==> config.mk <==
export PLATFORM = sky130hd
export DESIGN_NAME = pulse_event_fifo
export DESIGN_NICKNAME = d
export VERILOG_FILES = /design/src/rtl/pulse_event_fifo.sv
export SDC_FILE = /design/constraint.sdc
export NUM_CORES = 1
export LEC_CHECK = 0
export CAP_MARGIN = 20
export CORE_UTILIZATION = 49
export CTS_CLUSTER_DIAMETER = 40
export DETAILED_ROUTE_END_ITERATION = 8
export DONT_BUFFER_PORTS = 1
export PLACE_DENSITY_LB_ADDON = 0.1
export SLEW_MARGIN = 40
export SYNTH_ARGS = -nofsm -noshare
export SYNTH_HDL_FRONTEND = slang
export SYNTH_SLANG_ARGS = --single-unit
==> constraint.sdc <==
create_clock -name clk -period 10.05 [get_ports clk]
set_input_delay 1.5075 -clock clk [delete_from_list [all_inputs] [get_ports clk]]
set_output_delay 1.5075 -clock clk [all_outputs]
set_load 0.03 [all_outputs]
==> src/rtl/pulse_event_fifo.sv <==
// Pulse edge event FIFO: detects rising/falling edges on 32 filtered channels,
// holds them in per-channel pending bits and serialises them into a show-ahead
// FIFO of timestamped event words {polarity, channel[4:0], timestamp}.
module pulse_event_fifo #(
  parameter int unsigned DEPTH = 16,
  parameter int unsigned TS_W  = 26
) (
  input  logic                   clk,
  input  logic                   rst,
  input  logic [31:0]            filt_in,
  input  logic                   en,
  output logic [31:0]            evt_data,
  output logic                   evt_valid,
  input  logic                   evt_ready,
  output logic [$clog2(DEPTH):0] level,
  output logic                   lost,
  input  logic                   clr_lost
);

  localparam int unsigned AW = $clog2(DEPTH);
  localparam logic [AW:0] FULL_LEVEL = (AW + 1)'(DEPTH);

  logic [31:0]     prev_q;
  logic [31:0]     pend_r_q, pend_r_d;
  logic [31:0]     pend_f_q, pend_f_d;
  logic [TS_W-1:0] ts_q;
  logic            lost_q, lost_d;

  logic [31:0]     mem_q [DEPTH];
  logic [AW-1:0]   wr_ptr_q, rd_ptr_q;
  logic [AW:0]     level_q, level_d;

  logic [31:0]     rise, fall;
  logic            sel_valid, sel_pol;
  logic [4:0]      sel_ch;
  logic            pop, wr, full;
  logic [31:0]     sel_onehot, clr_r, clr_f;
  logic            lost_hit;
  logic [31:0]     wr_word;

  // Edge detection against last cycle's levels
  always_comb begin
    rise = filt_in & ~prev_q;
    fall = ~filt_in & prev_q;
  end

  // Lowest pending channel wins; rising beats falling on the same channel
  always_comb begin
    sel_valid = 1'b0;
    sel_pol   = 1'b0;
    sel_ch    = '0;
    for (int i = 31; i >= 0; i--) begin
      if (pend_r_q[i] || pend_f_q[i]) begin
        sel_valid = 1'b1;
        sel_pol   = pend_r_q[i];
        sel_ch    = 5'(i);
      end
    end
  end

  // Write/pop handshake and pending/lost next state
  always_comb begin
    full       = (level_q == FULL_LEVEL);
    pop        = evt_valid && evt_ready;
    // A full FIFO still accepts a write when the head leaves in the same cycle
    wr         = sel_valid && (!full || pop);
    sel_onehot = 32'd1 << sel_ch;
    clr_r      = (wr && sel_pol)  ? sel_onehot : 32'd0;
    clr_f      = (wr && !sel_pol) ? sel_onehot : 32'd0;
    wr_word    = {sel_pol, sel_ch, ts_q};

    pend_r_d   = (pend_r_q & ~clr_r) | (en ? rise : 32'd0);
    pend_f_d   = (pend_f_q & ~clr_f) | (en ? fall : 32'd0);

    // An edge landing on a still-pending bit of the same polarity merges and is lost
    lost_hit   = en && ((|(rise & pend_r_q & ~clr_r)) || (|(fall & pend_f_q & ~clr_f)));
    if (lost_hit) begin
      lost_d = 1'b1;
    end else if (clr_lost) begin
      lost_d = 1'b0;
    end else begin
      lost_d = lost_q;
    end

    case ({wr, pop})
      2'b10:   level_d = level_q + 1'b1;
      2'b01:   level_d = level_q - 1'b1;
      default: level_d = level_q;
    endcase
  end

  // Edge history, pending bits, timestamp and sticky lost flag
  always_ff @(posedge clk or posedge rst) begin
    if (rst) begin
      prev_q   <= '0;
      pend_r_q <= '0;
      pend_f_q <= '0;
      ts_q     <= '0;
      lost_q   <= 1'b0;
    end else begin
      prev_q   <= filt_in;
      pend_r_q <= pend_r_d;
      pend_f_q <= pend_f_d;
      ts_q     <= ts_q + 1'b1;
      lost_q   <= lost_d;
    end
  end

  // FIFO pointers and occupancy; pointers wrap naturally at DEPTH
  always_ff @(posedge clk or posedge rst) begin
    if (rst) begin
      wr_ptr_q <= '0;
      rd_ptr_q <= '0;
      level_q  <= '0;
    end else begin
      if (wr) wr_ptr_q <= wr_ptr_q + 1'b1;
      if (pop) rd_ptr_q <= rd_ptr_q + 1'b1;
      level_q <= level_d;
    end
  end

  // Event storage; contents are don't-care until written
  always_ff @(posedge clk) begin
    if (wr) mem_q[wr_ptr_q] <= wr_word;
  end

  assign evt_data  = mem_q[rd_ptr_q];
  assign evt_valid = (level_q != '0);
  assign level     = level_q;
  assign lost      = lost_q;

endmodule

==> results_dict.tcl <==
set metrics [dict create \
    status "finished, final reports clean" \
    power_density_nw_per_um2 291 \
    rsz0062_at_grt "no" \
    postCtsSetupBuffers 0 \
    avgRoutedWirePerCell_microns 27.6 \
    syn_inst 1597 \
    coreArea_sq_um 54100 \
    ctsResizeCount 0 \
    die_y_microns 237 \
    drive_above_1_share 0.228 \
    finalClockSkew_ns 0.0229 \
    fmax_mhz 197 \
    synth-edff-count 512 \
    cap_violations 0 \
    ys_seq_elements 648 \
    yosysUniqueCellTypes 76 \
    detail-route-antenna-nets 0 \
    finalCriticalPeriod_ns 5.07 \
    drc 0 \
    worstRegToRegCells 11 \
    post-place-ws_ns 5.37 \
    syn-num-nets 1644 \
    worstHoldEndpoint "pend_f_q[23]" \
    cts_buffer_depth 3 \
    synth.avg_cell_area_sq_um 16.9 \
    hp-start "prev_q[23]" \
    antenna_cells 0 \
    numCtsBuffers 91 \
    grt_use_met1 0.320 \
    cts_hold_buf 0 \
    dp_cells 2265 \
    fp-row-count 85 \
    numPortBuffers 0 \
    synth.top_cell.area_share 0.570 \
    tightest_slew_ns 0.947 \
    async_reset_ff_frac 0.210 \
    wl_microns 67300 \
    setup_ws_ns 4.98 \
    hpwl_microns 39400 \
    ir_worst_vdd_v 0.000156 \
    p_leak_nw 10.5 \
    finalPower_mw 9.09 \
    drv_slew 0 \
    finalCoreUtilization 0.577 \
    finalWeightedCongestion 1.01 \
    via_count 15200 \
    gr-total-overflow 0 \
    ff2ff_setup_slack_ns 5.17 \
    ioPinCount 76 \
    maxSlewHeadroom 0.359 \
    dr.pass1.iters 5 \
    met2_usage 0.407 \
    syn2layout_area_growth_pct 15.8 \
    grt_pass1_wl_microns 101000 \
    fp.dieW_microns 237 \
    critPathArrivalTime_ns 3.56 \
    worstSetupStartpointType "flip-flop" \
    synth_area_leader_cell "edfxtp_1" \
    antenna_found_initial 0 \
    synth-main-ff-cell "edfxtp_1" \
    grtUsageTotal 0.247 \
    yosys-top-cells-area "edfxtp_1, mux4_2, dfrtp_1" \
    critPathKind "flip-flop to output port" \
    vias_per_cell 6.23 \
    grt_max_degree 70 \
    regToRegEndpoint "lost" \
    finalSetupViolCount 0 \
    clock-sinks 648 \
    path_max_fanout 36 \
    dieArea_sq_um 56000 \
    ys_seq_area_frac 0.696 \
    worstSetupEndpointType "output port" \
    initial_utilization 0.498 \
    r2r-start "pend_r_q[29]" \
    hold_viol 0 \
    min_path_type "flip-flop to flip-flop" \
    fin_nets 1709 \
    drt_iter0_drc 1458 \
    yosys_warnings 0 \
    cts_tree "done" \
    insertion_delay_ns 0.64 \
    grt.busiest_layer "met2" \
    grt_pass1_vias 15900 \
    yosysMostFrequentCell "edfxtp_1" \
    syn_area_sq_um 27000 \
    fill_cells 4088 \
    fin_hold_ws_ns 0.522 \
    final_area_sq_um 31200 \
    h-tree-depth 3 \
    clk_pin_slew_worst_paths_ns 0.05 \
    final_cell_count_no_fill 2436 \
    tns_ns 0 \
    min_path_cells 2 \
    synth_common_cells "edfxtp_1, mux4_2, dfrtp_1" \
    worstPathRequired_ns 8.54 \
    placed_cell_area_sq_um 28100 \
    finalCritPeriodShare 0.504 \
    clock-root-buffer "clkbuf_16" \
    use_met3 0.0423 \
]
==> report_power, final <==
part | internal, mW | leakage, nW | switching (mW)
registers | 3.27 | 6.24 | 0.181
clock network | 2.00 | 1.52 | 1.24
logic | 0.917 | 2.74 | 1.48
==> worst max-delay path: stages, from the launching register on <==
cell and delay [ns]:
dfrtp_4 0.78, buf_12 0.27, buf_4 0.63, mux4_2 0.59, mux4_2 0.62
==> worst max-delay path by stage <==
| stage | from | depth (start not counted) | end |
|---|---|---|---|
| global placement | rd_ptr_q[0] | 3 | evt_data[24] |
| CTS | rd_ptr_q[0] | 4 | evt_data[10] |
| floorplan | evt_ready | 4 | mem_q[0][0] |
| finish | rd_ptr_q[0] | 4 | evt_data[6] |
| detailed placement | pend_f_q[27] | 11 | lost |
| global route | rd_ptr_q[0] | 4 | evt_data[10] |
==> flip-flops by register name, indices dropped and copies added, names as in the netlist <==
| register | flops |
|---|---|
| mem_q | 512 |
| ts_q | 26 |
| lost | 1 |
| rd_ptr_q | 4 |
| level | 5 |
| prev_q | 32 |
| pend_r_q | 32 |
| wr_ptr_q | 4 |
| pend_f_q | 32 |
==> logic make-up after synthesis <==
group	synth area share
xor+xnor	0.0114
fa+ha+maj	0.00492
buf+inv	0.0147
mux	0.134
flops	0.696
simple gates	0.0799
compound gates	0.0590
==> per-layer routing <==
layer / share of wire / routed length, microns
met5: 0 / 0
met4: 0.041 / 2770
met3: 0.058 / 3930
met2: 0.49 / 33100
met1: 0.41 / 27500
==> cell usage in the layout (no fill, tap or decap), types with 9 or more instances in the layout <==
master / synthesis / routed
a21oi_1: 36 / 34
a22o_1: 25 / 25
and2_1: 16 / 12
and3_1: 13 / 13
buf_4: 0 / 27
clkbuf_1: 40 / 15
clkbuf_16: 0 / 95
dfrtp_1: 136 / 132
edfxtp_1: 512 / 512
ha_1: 9 / 9
inv_1: 39 / 38
inv_6: 0 / 10
mux4_2: 160 / 160
nand2_1: 135 / 135
nand2b_1: 14 / 14
nand3_1: 29 / 29
nand4_1: 15 / 15
nor2_1: 58 / 53
nor2b_1: 53 / 53
nor3_1: 22 / 16
nor4_1: 27 / 22
o211ai_1: 19 / 19
o21ai_0: 50 / 49
or4_1: 9 / 9
xnor2_1: 29 / 29
==> layout make-up <==
class / instances / area, sq um / area share
multi-input cells: 846 / 7920 / 0.254
inverters: 40 / 155 / 0.00497
repair buffers: 35 / 352 / 0.0113
well taps: 696 / 871 / 0.0279
clock inverters: 57 / 653 / 0.0209
clock buffers: 114 / 2490 / 0.0797
flip-flops and latches: 648 / 18800 / 0.602
(Power assumes the default switching activity.)
